### src/rtl/spi_pkg.sv
// Shared types and helpers for the multi-chip-select SPI master.
package spi_pkg;

    // Transaction FSM states
    typedef enum logic [2:0] {
        ST_IDLE        = 3'd0,
        ST_SETUP       = 3'd1,
        ST_TRANSFER    = 3'd2,
        ST_WAIT_WORD   = 3'd3,
        ST_CS_HOLD     = 3'd4,
        ST_CS_INACTIVE = 3'd5
    } state_t;

    // Clock polarity of an SPI mode {CPOL,CPHA}
    function automatic logic cpol(input logic [1:0] mode);
        return mode[1];
    endfunction

    // Clock phase of an SPI mode {CPOL,CPHA}
    function automatic logic cpha(input logic [1:0] mode);
        return mode[0];
    endfunction

    // Width of a word counter able to hold 0..max_words
    function automatic int cw_f(input int max_words);
        return $clog2(max_words + 1);
    endfunction

    // Width of an index into n items, never below one bit
    function automatic int sw_f(input int n);
        return (n > 1) ? $clog2(n) : 1;
    endfunction

endpackage

### src/rtl/spi_master_multi_cs_if.sv
// Host command and SPI pin bundle for spi_master_multi_cs.
interface spi_master_multi_cs_if
    import spi_pkg::*;
#(
    parameter int NUM_CS           = 4,
    parameter int DATA_WIDTH       = 8,
    parameter int MAX_WORDS_PER_CS = 4
);
    localparam int CW = cw_f(MAX_WORDS_PER_CS);
    localparam int SW = sw_f(NUM_CS);

    logic [CW-1:0]         i_TX_Count;
    logic [SW-1:0]         i_CS_Sel;
    logic [1:0]            i_Mode;
    logic [DATA_WIDTH-1:0] i_TX_Word;
    logic                  i_TX_DV;
    logic                  o_TX_Ready;
    logic [CW-1:0]         o_RX_Count;
    logic                  o_RX_DV;
    logic [DATA_WIDTH-1:0] o_RX_Word;
    logic                  o_Err;
    logic                  o_Busy;
    logic                  o_SPI_Clk;
    logic                  i_SPI_MISO;
    logic                  o_SPI_MOSI;
    logic [NUM_CS-1:0]     o_SPI_CS_n;

    modport master (
        input  i_TX_Count, i_CS_Sel, i_Mode, i_TX_Word, i_TX_DV, i_SPI_MISO,
        output o_TX_Ready, o_RX_Count, o_RX_DV, o_RX_Word, o_Err, o_Busy,
        output o_SPI_Clk, o_SPI_MOSI, o_SPI_CS_n
    );

    modport slave (
        output i_TX_Count, i_CS_Sel, i_Mode, i_TX_Word, i_TX_DV, i_SPI_MISO,
        input  o_TX_Ready, o_RX_Count, o_RX_DV, o_RX_Word, o_Err, o_Busy,
        input  o_SPI_Clk, o_SPI_MOSI, o_SPI_CS_n
    );

endinterface

### src/rtl/spi_word_engine.sv
// One full-duplex DATA_WIDTH-bit SPI word, MSB first, for a latched mode.
// SCLK rests at the latched CPOL whenever no word is running.
module spi_word_engine
    import spi_pkg::*;
#(
    parameter int DATA_WIDTH        = 8,
    parameter int CLKS_PER_HALF_BIT = 2,
    parameter int RESET_MODE        = 0
) (
    input  logic                  i_Clk,
    input  logic                  i_Rst_L,
    input  logic                  i_Load,
    input  logic [1:0]            i_Mode,
    input  logic                  i_Start,
    input  logic [DATA_WIDTH-1:0] i_Word,
    input  logic                  i_MISO,
    output logic                  o_SCLK,
    output logic                  o_MOSI,
    output logic                  o_RX_DV,
    output logic [DATA_WIDTH-1:0] o_RX_Word,
    output logic                  o_Done
);
    localparam int BW = $clog2(DATA_WIDTH);
    localparam int HW = $clog2(CLKS_PER_HALF_BIT);
    localparam logic [BW-1:0] LAST_BIT = BW'(DATA_WIDTH - 1);
    localparam logic [HW-1:0] LAST_HC  = HW'(CLKS_PER_HALF_BIT - 1);
    localparam logic [1:0]    RST_MODE = RESET_MODE[1:0];

    logic                  run_q;
    logic [HW-1:0]         hc_q;
    logic [BW-1:0]         bit_q;
    logic                  trail_q;
    logic                  cpol_q;
    logic                  cpha_q;
    logic                  sclk_q;
    logic                  mosi_q;
    logic [DATA_WIDTH-1:0] tx_sr_q;
    logic [DATA_WIDTH-1:0] rx_sr_q;
    logic [DATA_WIDTH-1:0] rx_word_q;
    logic                  rx_dv_q;
    logic                  done_q;
    logic                  sample_edge;

    // CPHA=0 samples on the leading edge, CPHA=1 on the trailing edge
    assign sample_edge = (trail_q == cpha_q);

    // Half-bit timing, SCLK toggling, shift-out and sample-in
    always_ff @(posedge i_Clk or negedge i_Rst_L) begin
        if (!i_Rst_L) begin
            run_q     <= 1'b0;
            hc_q      <= '0;
            bit_q     <= '0;
            trail_q   <= 1'b0;
            cpol_q    <= cpol(RST_MODE);
            cpha_q    <= cpha(RST_MODE);
            sclk_q    <= cpol(RST_MODE);
            mosi_q    <= 1'b0;
            tx_sr_q   <= '0;
            rx_sr_q   <= '0;
            rx_word_q <= '0;
            rx_dv_q   <= 1'b0;
            done_q    <= 1'b0;
        end else begin
            rx_dv_q <= 1'b0;
            done_q  <= 1'b0;
            if (i_Load && !run_q) begin
                cpol_q <= cpol(i_Mode);
                cpha_q <= cpha(i_Mode);
                sclk_q <= cpol(i_Mode);
            end else if (i_Start && !run_q) begin
                run_q   <= 1'b1;
                hc_q    <= '0;
                bit_q   <= '0;
                trail_q <= 1'b0;
                if (!cpha_q) begin
                    mosi_q  <= i_Word[DATA_WIDTH-1];
                    tx_sr_q <= {i_Word[DATA_WIDTH-2:0], 1'b0};
                end else begin
                    tx_sr_q <= i_Word;
                end
            end else if (run_q) begin
                if (hc_q != LAST_HC) begin
                    hc_q <= hc_q + 1'b1;
                end else begin
                    hc_q   <= '0;
                    sclk_q <= ~sclk_q;
                    if (sample_edge) begin
                        rx_sr_q <= {rx_sr_q[DATA_WIDTH-2:0], i_MISO};
                        if (bit_q == LAST_BIT) begin
                            rx_word_q <= {rx_sr_q[DATA_WIDTH-2:0], i_MISO};
                            rx_dv_q   <= 1'b1;
                        end
                    end else begin
                        mosi_q  <= tx_sr_q[DATA_WIDTH-1];
                        tx_sr_q <= {tx_sr_q[DATA_WIDTH-2:0], 1'b0};
                    end
                    if (trail_q) begin
                        trail_q <= 1'b0;
                        bit_q   <= bit_q + 1'b1;
                        if (bit_q == LAST_BIT) begin
                            run_q  <= 1'b0;
                            done_q <= 1'b1;
                        end
                    end else begin
                        trail_q <= 1'b1;
                    end
                end
            end
        end
    end

    assign o_SCLK    = sclk_q;
    assign o_MOSI    = mosi_q;
    assign o_RX_DV   = rx_dv_q;
    assign o_RX_Word = rx_word_q;
    assign o_Done    = done_q;

endmodule

### src/rtl/spi_master_multi_cs.sv
// SPI master with NUM_CS chip selects and multi-word bursts under one CS.
// Owns the transaction FSM, CS decode, word counting and the CS-high gap.
module spi_master_multi_cs
    import spi_pkg::*;
#(
    parameter int NUM_CS            = 4,
    parameter int DATA_WIDTH        = 8,
    parameter int CLKS_PER_HALF_BIT = 2,
    parameter int MAX_WORDS_PER_CS  = 4,
    parameter int CS_INACTIVE_CLKS  = 1,
    parameter int RESET_MODE        = 0
) (
    input  logic                  i_Clk,
    input  logic                  i_Rst_L,
    spi_master_multi_cs_if.master bus
);
    localparam int CW = cw_f(MAX_WORDS_PER_CS);
    localparam int SW = sw_f(NUM_CS);
    localparam int HW = $clog2(CLKS_PER_HALF_BIT);
    localparam int IW = sw_f(CS_INACTIVE_CLKS);
    localparam logic [SW:0]   NCS     = (SW+1)'(NUM_CS);
    localparam logic [HW-1:0] LAST_HC = HW'(CLKS_PER_HALF_BIT - 1);
    localparam logic [IW-1:0] LAST_IC = IW'(CS_INACTIVE_CLKS - 1);

    state_t                state_q;
    logic [CW-1:0]         cnt_q;
    logic [CW-1:0]         idx_q;
    logic [SW-1:0]         sel_q;
    logic [DATA_WIDTH-1:0] word_q;
    logic [NUM_CS-1:0]     cs_n_q;
    logic [CW-1:0]         rx_cnt_q;
    logic [HW-1:0]         tmr_q;
    logic [IW-1:0]         itmr_q;
    logic                  pend_q;
    logic                  ready_q;
    logic                  err_q;
    logic                  busy_q;

    logic                  req_bad;
    logic                  eng_load;
    logic                  eng_start;
    logic                  eng_done;
    logic                  eng_sclk;
    logic                  eng_mosi;
    logic                  eng_rx_dv;
    logic [DATA_WIDTH-1:0] eng_rx_word;

    // A request is rejected for an empty burst or a nonexistent chip select
    assign req_bad   = (bus.i_TX_Count == '0) || ({1'b0, bus.i_CS_Sel} >= NCS);
    assign eng_load  = (state_q == ST_IDLE) && bus.i_TX_DV && !req_bad;
    assign eng_start = (state_q == ST_SETUP) ||
                       ((state_q == ST_TRANSFER) && pend_q && (tmr_q == '0));

    spi_word_engine #(
        .DATA_WIDTH        (DATA_WIDTH),
        .CLKS_PER_HALF_BIT (CLKS_PER_HALF_BIT),
        .RESET_MODE        (RESET_MODE)
    ) u_engine (
        .i_Clk     (i_Clk),
        .i_Rst_L   (i_Rst_L),
        .i_Load    (eng_load),
        .i_Mode    (bus.i_Mode),
        .i_Start   (eng_start),
        .i_Word    (word_q),
        .i_MISO    (bus.i_SPI_MISO),
        .o_SCLK    (eng_sclk),
        .o_MOSI    (eng_mosi),
        .o_RX_DV   (eng_rx_dv),
        .o_RX_Word (eng_rx_word),
        .o_Done    (eng_done)
    );

    // Transaction FSM with registered handshake and chip-select outputs
    always_ff @(posedge i_Clk or negedge i_Rst_L) begin
        if (!i_Rst_L) begin
            state_q  <= ST_IDLE;
            cnt_q    <= '0;
            idx_q    <= '0;
            sel_q    <= '0;
            word_q   <= '0;
            cs_n_q   <= '1;
            rx_cnt_q <= '0;
            tmr_q    <= '0;
            itmr_q   <= '0;
            pend_q   <= 1'b0;
            ready_q  <= 1'b1;
            err_q    <= 1'b0;
            busy_q   <= 1'b0;
        end else begin
            err_q <= 1'b0;
            case (state_q)
                ST_IDLE: begin
                    if (bus.i_TX_DV) begin
                        if (req_bad) begin
                            err_q <= 1'b1;
                        end else begin
                            cnt_q   <= bus.i_TX_Count;
                            sel_q   <= bus.i_CS_Sel;
                            word_q  <= bus.i_TX_Word;
                            idx_q   <= '0;
                            ready_q <= 1'b0;
                            busy_q  <= 1'b1;
                            state_q <= ST_SETUP;
                        end
                    end
                end
                ST_SETUP: begin
                    cs_n_q   <= ~(NUM_CS'(1) << sel_q);
                    rx_cnt_q <= idx_q;
                    idx_q    <= idx_q + 1'b1;
                    state_q  <= ST_TRANSFER;
                end
                ST_TRANSFER: begin
                    if (pend_q) begin
                        if (tmr_q == '0) begin
                            pend_q   <= 1'b0;
                            rx_cnt_q <= idx_q;
                            idx_q    <= idx_q + 1'b1;
                        end else begin
                            tmr_q <= tmr_q - 1'b1;
                        end
                    end else if (eng_done) begin
                        if (idx_q == cnt_q) begin
                            tmr_q   <= LAST_HC;
                            state_q <= ST_CS_HOLD;
                        end else begin
                            ready_q <= 1'b1;
                            state_q <= ST_WAIT_WORD;
                        end
                    end
                end
                ST_WAIT_WORD: begin
                    if (bus.i_TX_DV) begin
                        word_q  <= bus.i_TX_Word;
                        ready_q <= 1'b0;
                        pend_q  <= 1'b1;
                        tmr_q   <= LAST_HC;
                        state_q <= ST_TRANSFER;
                    end
                end
                ST_CS_HOLD: begin
                    if (tmr_q == '0) begin
                        cs_n_q   <= '1;
                        rx_cnt_q <= '0;
                        itmr_q   <= LAST_IC;
                        state_q  <= ST_CS_INACTIVE;
                    end else begin
                        tmr_q <= tmr_q - 1'b1;
                    end
                end
                ST_CS_INACTIVE: begin
                    if (itmr_q == '0) begin
                        ready_q <= 1'b1;
                        busy_q  <= 1'b0;
                        state_q <= ST_IDLE;
                    end else begin
                        itmr_q <= itmr_q - 1'b1;
                    end
                end
                default: begin
                    cs_n_q  <= '1;
                    ready_q <= 1'b1;
                    busy_q  <= 1'b0;
                    state_q <= ST_IDLE;
                end
            endcase
        end
    end

    assign bus.o_TX_Ready = ready_q;
    assign bus.o_RX_Count = rx_cnt_q;
    assign bus.o_RX_DV    = eng_rx_dv;
    assign bus.o_RX_Word  = eng_rx_word;
    assign bus.o_Err      = err_q;
    assign bus.o_Busy     = busy_q;
    assign bus.o_SPI_Clk  = eng_sclk;
    assign bus.o_SPI_MOSI = eng_mosi;
    assign bus.o_SPI_CS_n = cs_n_q;

endmodule

### src/flat_wrapper.sv
// flat-port wrapper written by rule: the top's interface ports become plain ports
module spi_master_multi_cs_flat import spi_pkg::*;
#(
    parameter int NUM_CS            = 4,
    parameter int DATA_WIDTH        = 8,
    parameter int CLKS_PER_HALF_BIT = 2,
    parameter int MAX_WORDS_PER_CS  = 4,
    parameter int CS_INACTIVE_CLKS  = 1,
    parameter int RESET_MODE        = 0
)
  (i_Clk, i_Rst_L, bus_i_TX_Count, bus_i_CS_Sel, bus_i_Mode, bus_i_TX_Word, bus_i_TX_DV, bus_i_SPI_MISO, bus_o_TX_Ready, bus_o_RX_Count, bus_o_RX_DV, bus_o_RX_Word, bus_o_Err, bus_o_Busy, bus_o_SPI_Clk, bus_o_SPI_MOSI, bus_o_SPI_CS_n);
  spi_master_multi_cs_if #(.NUM_CS(NUM_CS), .DATA_WIDTH(DATA_WIDTH), .MAX_WORDS_PER_CS(MAX_WORDS_PER_CS)) bus_i ();
  input  logic i_Clk;
  input  logic i_Rst_L;
  input wire logic [$bits(bus_i.i_TX_Count)-1:0] bus_i_TX_Count;
  input wire logic [$bits(bus_i.i_CS_Sel)-1:0] bus_i_CS_Sel;
  input wire logic [$bits(bus_i.i_Mode)-1:0] bus_i_Mode;
  input wire logic [$bits(bus_i.i_TX_Word)-1:0] bus_i_TX_Word;
  input wire logic [$bits(bus_i.i_TX_DV)-1:0] bus_i_TX_DV;
  input wire logic [$bits(bus_i.i_SPI_MISO)-1:0] bus_i_SPI_MISO;
  output wire logic [$bits(bus_i.o_TX_Ready)-1:0] bus_o_TX_Ready;
  output wire logic [$bits(bus_i.o_RX_Count)-1:0] bus_o_RX_Count;
  output wire logic [$bits(bus_i.o_RX_DV)-1:0] bus_o_RX_DV;
  output wire logic [$bits(bus_i.o_RX_Word)-1:0] bus_o_RX_Word;
  output wire logic [$bits(bus_i.o_Err)-1:0] bus_o_Err;
  output wire logic [$bits(bus_i.o_Busy)-1:0] bus_o_Busy;
  output wire logic [$bits(bus_i.o_SPI_Clk)-1:0] bus_o_SPI_Clk;
  output wire logic [$bits(bus_i.o_SPI_MOSI)-1:0] bus_o_SPI_MOSI;
  output wire logic [$bits(bus_i.o_SPI_CS_n)-1:0] bus_o_SPI_CS_n;
  assign bus_i.i_TX_Count = bus_i_TX_Count;
  assign bus_i.i_CS_Sel = bus_i_CS_Sel;
  assign bus_i.i_Mode = bus_i_Mode;
  assign bus_i.i_TX_Word = bus_i_TX_Word;
  assign bus_i.i_TX_DV = bus_i_TX_DV;
  assign bus_i.i_SPI_MISO = bus_i_SPI_MISO;
  assign bus_o_TX_Ready = bus_i.o_TX_Ready;
  assign bus_o_RX_Count = bus_i.o_RX_Count;
  assign bus_o_RX_DV = bus_i.o_RX_DV;
  assign bus_o_RX_Word = bus_i.o_RX_Word;
  assign bus_o_Err = bus_i.o_Err;
  assign bus_o_Busy = bus_i.o_Busy;
  assign bus_o_SPI_Clk = bus_i.o_SPI_Clk;
  assign bus_o_SPI_MOSI = bus_i.o_SPI_MOSI;
  assign bus_o_SPI_CS_n = bus_i.o_SPI_CS_n;
  spi_master_multi_cs #(.NUM_CS(NUM_CS), .DATA_WIDTH(DATA_WIDTH), .CLKS_PER_HALF_BIT(CLKS_PER_HALF_BIT), .MAX_WORDS_PER_CS(MAX_WORDS_PER_CS), .CS_INACTIVE_CLKS(CS_INACTIVE_CLKS), .RESET_MODE(RESET_MODE)) u_core (.i_Clk(i_Clk), .i_Rst_L(i_Rst_L), .bus(bus_i));
endmodule
### config.mk
export PLATFORM = sky130hd
export DESIGN_NAME = spi_master_multi_cs_flat
export DESIGN_NICKNAME = d
export VERILOG_FILES = /design/src/rtl/spi_pkg.sv /design/src/rtl/spi_master_multi_cs_if.sv /design/src/rtl/spi_word_engine.sv /design/src/rtl/spi_master_multi_cs.sv /design/src/flat_wrapper.sv
export SDC_FILE = /design/constraint.sdc
export NUM_CORES = 1
export LEC_CHECK = 0
export CORE_MARGIN = 2
export CORE_UTILIZATION = 51
export CTS_BUF_LIST = sky130_fd_sc_hd__clkbuf_8 sky130_fd_sc_hd__clkbuf_16
export DETAILED_ROUTE_END_ITERATION = 12
export MAX_ROUTING_LAYER = met4
export PLACE_DENSITY_LB_ADDON = 0.15
export SLEW_MARGIN = 40
export SYNTH_ARGS = -nofsm -noshare
export SYNTH_HDL_FRONTEND = slang
export SYNTH_SLANG_ARGS = --single-unit
### constraint.sdc
create_clock -name i_Clk -period 2.5 [get_ports i_Clk]
set_clock_uncertainty 0.2 [all_clocks]
set_input_delay 0.375 -clock i_Clk [delete_from_list [all_inputs] [get_ports i_Clk]]
set_output_delay 0.375 -clock i_Clk [all_outputs]
set_load 0.01 [all_outputs]
# ---- Yosys cells after proc, flatten, opt, wreduce, memory -nomap -nowiden
# Cells that the tools add are included.
dict set report op_classes {
  addsub 5
  eq_ne 23
  n_shift 1
  mux 92
  n_bitwise 9
  n_reduce_logical 44
}
# operator n
set op_table {}
lappend op_table {{8-bit 2-to-1 mux} 8}
lappend op_table {{3-bit 2-to-1 mux} 19}
lappend op_table {{1-bit 2-to-1 mux} 54}
lappend op_table {{4-bit AND reduction} 6}
lappend op_table {{2-bit != test (second input constant)} 11}
lappend op_table {{3-bit one-hot mux with 3 select lines} 2}
lappend op_table {{3-bit one-hot mux with 6 select lines} 1}
lappend op_table {{8-bit one-hot mux with 2 select lines} 1}
lappend op_table {{2-bit nonzero test} 8}
lappend op_table {{5-bit AND reduction} 3}
lappend op_table {{4-bit one-hot mux with 3 select lines} 1}
lappend op_table {{3-bit equality test (second input constant)} 3}
lappend op_table {{3-bit AND reduction} 3}
lappend op_table {{3-bit nonzero test} 3}
lappend op_table {{1-bit inverter} 8}
lappend op_table {{2-bit AND reduction} 4}
lappend op_table {{8-bit AND reduction} 1}
lappend op_table {{4-bit OR reduction} 2}
lappend op_table {{7-bit AND reduction} 1}
lappend op_table {{3-bit by 1-bit adder with 3-bit output (second input constant)} 2}
lappend op_table {{3-bit by 2-bit equality test with 1-bit output (second input constant)} 2}
lappend op_table {{1-bit logical AND} 6}
lappend op_table {{3-bit zero test} 2}
lappend op_table {{3-bit by 2-bit != test with 1-bit output (second input constant)} 2}
lappend op_table {{other kinds (16)} 21}
dict set report totals {
  register_bits 66
  input_bits 19
  out_inout_bits 21
}

# ---- Logic depth before layout (Yosys ltp)
# Gate-level depths: netlist (run 1).
dict set report depth {
  ltp_word 7
  mapped_depth 6
  depth_no_buf 5
}

# ---- Modules after synthesis
# From an unflattened synthesis (run 1), not the netlist that was laid out.
dict set report unflattened {
  hier_cells 254
  hier_area_um2 3091.7
}
# module n_inst cells_each area_per_inst_um2 seq_area_each_um2
set by_module_without_submodules {}
lappend by_module_without_submodules {spi_word_engine 1 121 1602.8 850.8}
lappend by_module_without_submodules {spi_master_multi_cs 1 133 1488.9 782.0}

# ---- Worst setup path before layout (run 1)
# OpenSTA, ideal clock, no wires.
dict set report synth_timing {
  path_kind {register to register}
  startpoint {register u_core.state_q[0]}
  endpoint {register u_core.u_engine.cpha_q}
  setup_ns 0.127
  t_arrival_ns 1.484
  t_required_ns 2.173
  path_slack_ns 0.689
  stages_incl_launch_ff 6
  path_buffers 1
  synth_period_minus_slack_ns 1.811
  cell_sequence {dfrtp_1 or2_1 or3_1 buf_6 nor2_2 mux2_1}
}
dict set report synth_between {
  elab_chain_cells 4
}
# element line_no
set synth_lines {}
lappend synth_lines {{start, declared} spi_master_multi_cs.sv:25} ;# state_t state_q;
lappend synth_lines {{start signal, assigned} spi_master_multi_cs.sv:76} ;# state_q <= ST_IDLE;
lappend synth_lines {{start signal, assigned} spi_master_multi_cs.sv:103} ;# state_q <= ST_SETUP;
lappend synth_lines {{start signal, assigned} spi_master_multi_cs.sv:111} ;# state_q <= ST_TRANSFER;
lappend synth_lines {{3-bit zero test} spi_master_multi_cs.sv:50} ;# assign eng_load = (state_q == ST_IDLE) && bus.i_TX_DV && !req_bad;
lappend synth_lines {{1-bit logical AND (2 in a row)} spi_master_multi_cs.sv:50}
lappend synth_lines {{1-bit logical AND} spi_word_engine.sv:66} ;# if (i_Load && !run_q) begin
lappend synth_lines {{end signal, assigned} spi_word_engine.sv:55} ;# cpha_q <= cpha(RST_MODE);
lappend synth_lines {{end signal, assigned} spi_word_engine.sv:68} ;# cpha_q <= cpha(i_Mode);
lappend synth_lines {{end, declared} spi_word_engine.sv:34} ;# logic cpha_q;
# No other way between the ends.
# A chain may end at the register's enable or synchronous reset.

# ---- Final worst setup path (run 1)
dict set report layout_timing {
  startpoint {register u_core.state_q[2]}
  endpoint {register u_core.sel_q[1]}
}
dict set report layout_between {
  elab_chain_cells 2
}
# element line_no
set layout_lines {}
lappend layout_lines {{3-bit zero test} spi_master_multi_cs.sv:91} ;# case (state_q)
lappend layout_lines {{3-bit AND reduction (no source line)} -}
lappend layout_lines {{end signal, assigned} spi_master_multi_cs.sv:98} ;# sel_q <= bus.i_CS_Sel;
lappend layout_lines {{end, declared} spi_master_multi_cs.sv:28} ;# logic [SW-1:0] sel_q;
# No other way between the ends.

==> results of run 1 <==
## sequential cells by signal (all words and copies together), names as in the netlist, 2 cells and up
register / cells
u_core.u_engine.o_RX_Word: 8
u_core.state_q: 3
u_core.word_q: 8
u_core.sel_q: 2
u_core.u_engine.tx_sr_q: 8
u_core.u_engine.rx_sr_q: 7
u_core.idx_q: 3
u_core.bus.o_SPI_CS_n: 4
u_core.u_engine.bit_q: 3
u_core.bus.o_RX_Count: 3
u_core.cnt_q: 3
## Yosys cell counts (3+ instances only)
cell type / n / area share
dfrtp_1: 60 / 0.50
mux2i_1: 25 / 0.083
nand2_1: 19 / 0.024
mux2_1: 17 / 0.063
mux2_2: 10 / 0.037
o21ai_0: 10 / 0.017
nor2_1: 9 / 0.011
a21oi_1: 6 / 0.0099
nand2b_1: 6 / 0.012
dfstp_2: 5 / 0.043
mux2_4: 5 / 0.025
xor2_1: 5 / 0.014
a22o_1: 4 / 0.012
buf_2: 4 / 0.0066
inv_1: 4 / 0.0050
nor3_1: 4 / 0.0066
a211oi_1: 3 / 0.0074
clkbuf_1: 3 / 0.0037
ha_1: 3 / 0.012
nor2b_1: 3 / 0.0062
## timing repair
action | 4_1_cts | 5_1_grt
resized for setup | 0 | 0
hold buffers | 1 | 0
endpoints found under the hold margin | 19 | 0
## worst paths after layout
check	endpoint	from
max reg2reg	u_core.sel_q[1]	u_core.state_q[2]
min reg2reg	u_core.u_engine.o_RX_Word[0]	u_core.u_engine.o_RX_Word[0]
max	u_core.sel_q[1]	u_core.state_q[2]
min	u_core.u_engine.o_RX_Word[0]	u_core.u_engine.o_RX_Word[0]
max in group asynchronous	u_core.bus.o_TX_Ready	i_Rst_L
min in group asynchronous	u_core.u_engine.o_RX_Word[3]	i_Rst_L
## critical path: cells and delay by family (launching register included)
family	cells	cell delay, ps
flip-flops	1	570
AND/OR/NAND/NOR	1	600
buffers and inverters	1	220
multiplexers	1	290
## cells by family (layout without fill, tap and decap cells)
| kind of cell | after synthesis | count (layout) | synth area share |
|---|---|---|---|
| DFF | 65 | 65 | 0.539 |
| muxes | 57 | 57 | 0.208 |
| and+or+nand+nor | 56 | 56 | 0.101 |
| AOI/OAI and AO/OA | 41 | 41 | 0.0930 |
| buffers and inverters | 15 | 70 | 0.0256 |
| xor gates and xnor gates | 7 | 7 | 0.0203 |
| adders and majority gates | 3 | 3 | 0.0124 |
## per-stage QoR
stage | setup slack, ps | instance area, um2 | utilization
final | 502 | 3750 | 0.645
after global routing | 444 | 3750 | 0.645
after CTS | 506 | 3750 | 0.645
after detailed placement | 186 | 3530 | 0.607
after global placement | 253 | 3530 | 0.607
after floorplan | 689 | 3030 | -
## power groups by stage
stage,Sequential (W),Clock (W),Combinational [W]
final,0.00186,0.000910,0.00183
after global routing,0.00193,0.000984,0.00204
after CTS,0.00187,0.000931,0.00185
after detailed placement,0.00189,0,0.00184
after global placement,0.00187,0,0.00180
after floorplan,0.00186,0,0.00128
## layout make-up
type | count | area (um2)
fillers | 498 | 2070
clock buffers | 12 | 165
clock inverters | 4 | 42.5
well taps | 75 | 93.8
multi-input cells | 164 | 1320
repair buffers | 50 | 483
flip-flops and latches | 65 | 1630
inverters | 4 | 15.0
## metal layers
| metal | vias to the layer above | routed length (um) |
|---|---|---|
| li1 | 966 | - |
| met1 | 937 | 2660 |
| met2 | 40 | 2340 |
| met3 | 6 | 232 |
| met4 | 0 | 63 |
| met5 | - | 0 |
==> flow_metrics.env, run 1 <==
export IMPL_rsz0062_at_grt="no"
export IMPL_die_w_um=81.0
export IMPL_p_int_w=0.00309
export IMPL_pwr_share_clk=0.198
export IMPL_avgRoutedWirePerCell_um=14.2
export IMPL_n_antenna_cell=0
export IMPL_vias_per_cell=5.21
export IMPL_cts_root_buf="clkbuf_8"
export IMPL_port_buffers=39
export IMPL_synth_seq_area_share=0.539
export IMPL_slowest_delay_ps=600
export IMPL_cts_tree="built"
export IMPL_drtAntennaViolNets=0
export IMPL_use_met2=0.278
export IMPL_synth_seq_cells=65
export IMPL_drv_slew=0
export IMPL_finalCritPeriodShare=0.799
export IMPL_synth_warnings=0
export IMPL_hold_slack_ps=288
export IMPL_row_count=28
export IMPL_design_core_area_um2=5820
export IMPL_drv_cap=0
export IMPL_max_freq_mhz=500
export IMPL_dp_hpwl_mm=3.65
export IMPL_start_kind="flop"
export IMPL_pwr_share_seq=0.405
export IMPL_crit_arrival_ps=2010
export IMPL_clock_latency_ps=330
export IMPL_numPlacedInstances=357
export IMPL_dr_first_iter_drc_count=101
export IMPL_final_common_cell="dfrtp_1"
export IMPL_area_growth_pct=23.9
export IMPL_hp_class="reg -> reg"
export IMPL_grt_use_met1=0.249
export IMPL_h_tree_depth=3
export IMPL_nNetsFinal=316
export IMPL_async_flop_share=1.00
export IMPL_netlist_instances=244
export IMPL_hold_viol=0
export IMPL_whs_path_depth=1
export IMPL_period_needed_ps=2000
export IMPL_synthFlopType="dfrtp_1"
export IMPL_fin_cells=374
export IMPL_cp_cell_sequence="or3_1 > buf_4 > mux2_4"
export IMPL_io_pins=40
export IMPL_post_cts_buffers=0
export IMPL_cts_sinks=65
export IMPL_grt_pass1_wl_mm=9.02
export IMPL_grt_max_degree=43
export IMPL_dieArea_um2=6570
export IMPL_p_leak_nw=1.71
export IMPL_critPathRequiredTime_ps=2520
export IMPL_synth_edf_count=0
export IMPL_start_util=0.520
export IMPL_overflow=0
export IMPL_path_clk_slew_ps=70
export IMPL_grt_use_met3=0.0644
export IMPL_yosysUniqueCellTypes=53
export IMPL_reg2reg_slack_ps=500
export IMPL_critPathKind="reg -> reg"
export IMPL_cp_end_kind="flop"
export IMPL_mostFrequentLayoutCells="60 x dfrtp_1, 38 x clkdlybuf4s50_1, 25 x mux2i_1"
export IMPL_syn_num_nets=266
export IMPL_antenna_found_initial=0
export IMPL_worstMarginPinSlew_ps=570
export IMPL_max_slew_margin_rel=0.617
export IMPL_status="completed"
export IMPL_grt_pass1_vias=1950
export IMPL_finalWeightedCongestion=0.799
export IMPL_drtPass1Iterations=4
export IMPL_syn_area_um2=3030
export IMPL_busiest_layer="met2"
export IMPL_grt_usage=0.191
export IMPL_vias=1949
export IMPL_clk_path_buf_depth=2
export IMPL_drcViolationCount=0
export IMPL_switching_share=0.328
export IMPL_cts_buffers=9
export IMPL_avgSynthCellArea_um2=12.4
export IMPL_cp_slowest_cell="or3_1"
export IMPL_power_total_w=0.00460
export IMPL_drive_gt1_frac=0.171
export IMPL_switching_power_w=0.00151
export IMPL_combPwrFrac=0.398
export IMPL_setup_violations=0
export IMPL_fin_tns_setup_ps=0
export IMPL_die_h_um=81.0
export IMPL_wirelength_mm=5.30
export IMPL_cp_max_fo=21
export IMPL_ir_worst_vdd_mv=0.651
export IMPL_powerDensity_nw_per_um2=1230
export IMPL_reg2reg_depth=3
(Power assumes the default switching activity.)
==> run 2: changes to the inputs <==
- clock period: 2.5 -> 2.05 ns (I/O delays scaled with it)
==> run 2 against run 1 <==
Core utilization is 0.90 points higher. Final cell count is 1.9% higher. Sequential power is 22% higher. Clock-buffer cell count stayed put. Power is 23% higher. Die area stayed put. Sequential cell count stayed put. Routed wire length is 0.17% lower. Critical path depth is 2 lower. Cell area is 1.4% higher. First-iteration DRC count is 22% lower. Sequential share of layout area is 0.60 points lower. Largest power group is now combinational logic.
==> flow_metrics.env, run 2 (same netlist as run 1, synthesis figures left out) <==
export IMPL_status="completed"
export IMPL_grt_max_degree=66
export IMPL_reg2reg_from="u_core.state_q[0]"
export IMPL_grt_pass1_vias=1921
export IMPL_fin_util=0.654
export IMPL_nNetsFinal=323
export IMPL_cts_sinks=65
export IMPL_grt_pass1_wl_mm=9.11
export IMPL_reg2reg_depth=4
export IMPL_path_clk_slew_ps=70
export IMPL_wirelength_mm=5.29
export IMPL_numPlacedInstances=364
export IMPL_cp_cell_sequence="clkdlybuf4s50_1"
export IMPL_max_freq_mhz=523
export IMPL_avgRoutedWirePerCell_um=13.9
export IMPL_crit_arrival_ps=1400
export IMPL_combPwrFrac=0.407
export IMPL_hp_start="u_core.u_engine.o_RX_Word[1]"
export IMPL_multiInputGateArea_um2=1320
export IMPL_port_buffers=39
export IMPL_drive_gt1_frac=0.190
export IMPL_p_int_w=0.00383
export IMPL_dpl_instance_area_um2=3580
export IMPL_setup_violations=0
export IMPL_fin_ws_ps=140
export IMPL_pre_cts_ws_ps=-104
export IMPL_finalCritPeriodShare=0.932
export IMPL_hp_class="reg -> reg"
export IMPL_final_cell_area_um2=3800
export IMPL_start_kind="flop"
export IMPL_max_slew_margin_rel=0.733
export IMPL_dieArea_um2=6570
export IMPL_post_cts_buffers=0
export IMPL_drv_slew=0
export IMPL_cp_slowest_cell="dfstp_2"
export IMPL_cts_root_buf="clkbuf_8"
export IMPL_cp_end_kind="output pin"
export IMPL_mostFrequentLayoutCells="60 x dfrtp_1, 38 x clkdlybuf4s50_1, 25 x mux2i_1"
export IMPL_cts_resized=0
export IMPL_r2r_end="u_core.sel_q[0]"
export IMPL_design_core_area_um2=5820
export IMPL_cts_hold_buf=1
export IMPL_final_common_cell="dfrtp_1"
export IMPL_fillers=462
export IMPL_period_needed_ps=1910
export IMPL_antenna_found_initial=0
export IMPL_critPathKind="reg -> out"
export IMPL_worstMarginPinSlew_ps=401
export IMPL_die_w_um=81.0
export IMPL_reg2reg_slack_ps=210
export IMPL_finalWeightedCongestion=0.836
export IMPL_start_util=0.520
export IMPL_drcViolationCount=0
export IMPL_p_leak_nw=1.75
export IMPL_ir_worst_vdd_mv=0.691
export IMPL_drtAntennaViolNets=0
export IMPL_n_antenna_cell=0
export IMPL_vias_per_cell=5.30
export IMPL_h_tree_depth=3
export IMPL_clk_path_buf_depth=2
export IMPL_pwr_share_seq=0.399
export IMPL_slowest_delay_ps=540
export IMPL_fin_cells=381
export IMPL_clock_latency_ps=330
export IMPL_drv_cap=0
export IMPL_rsz0062_at_grt="no"
export IMPL_drtPass1Iterations=4
export IMPL_switching_power_w=0.00184
export IMPL_dr_first_iter_drc_count=79
export IMPL_dp_hpwl_mm=3.75
export IMPL_cp_max_fo=3
export IMPL_fin_tns_setup_ps=0
export IMPL_row_count=28
export IMPL_hold_viol=0
export IMPL_hold_end="u_core.u_engine.o_RX_Word[1]"
export IMPL_die_h_um=81.0
export IMPL_crit_family="flip-flops"
export IMPL_path_buf_inv=1
export IMPL_whs_path_depth=1
export IMPL_critPathRequiredTime_ps=1540
export IMPL_vias=2020
export IMPL_switching_share=0.325
export IMPL_io_pins=40
export IMPL_cts_tree="built"
export IMPL_overflow=0
export IMPL_area_growth_pct=25.6
export IMPL_powerDensity_nw_per_um2=1490
export IMPL_cts_buffers=9
export IMPL_register_area_um2=1630
export IMPL_pwr_share_clk=0.195
export IMPL_grt_usage=0.189
[run 2: cell count changes in the layout (fill, tap and decap cells not counted), sizes merged]
cell / delta
buf: +7
[run 2: how the worst max path moves through the flow]
stage                          startpoint                      to  slack, ps  cells after the start
detailed placement      bus_i_TX_Count[1]         u_core.sel_q[0]       -100                      5
finish              u_core.bus.o_TX_Ready          bus_o_TX_Ready        140                      1
global placement        bus_i_TX_Count[1]         u_core.sel_q[1]        -60                      5
global route        u_core.bus.o_TX_Ready          bus_o_TX_Ready         90                      1
floorplan               u_core.state_q[0]  u_core.u_engine.cpha_q        240                      5
CTS                 u_core.bus.o_TX_Ready          bus_o_TX_Ready        120                      1
[run 2: per-layer routing]
layer | vias to the layer above | part of all wire | global-route usage
met3 | 8 | 0.040 | 0.0433
met5 | - | 0 | -
met1 | 977 | 0.51 | 0.267
met2 | 45 | 0.44 | 0.262
li1 | 990 | - | -
met4 | 0 | 0.015 | 0.0814
[run 2: power groups by stage]
stage / sequential [W] / clock, W / combinational, W
floorplan: 0.00227 / 0 / 0.00156
finish: 0.00226 / 0.00111 / 0.00231
CTS: 0.00227 / 0.00113 / 0.00234
global placement: 0.00228 / 0 / 0.00227
global route: 0.00235 / 0.00119 / 0.00257
detailed placement: 0.00230 / 0 / 0.00233
[run 2: through the flow]
stage	hold slack [ps]	total power, W
after floorplan	-188	0.00382
after global routing	320	0.00612
after global placement	150	0.00455
after CTS	295	0.00574
after detailed placement	148	0.00463
final	289	0.00568
[run 2: layout make-up]
type	count	share of cell area
sequential	65	0.430
multi-input combinational	164	0.346
timing repair buffer	57	0.141
clock buffer	12	0.0434
tap	75	0.0247
clock inverter	4	0.0112
inverter	4	0.00395
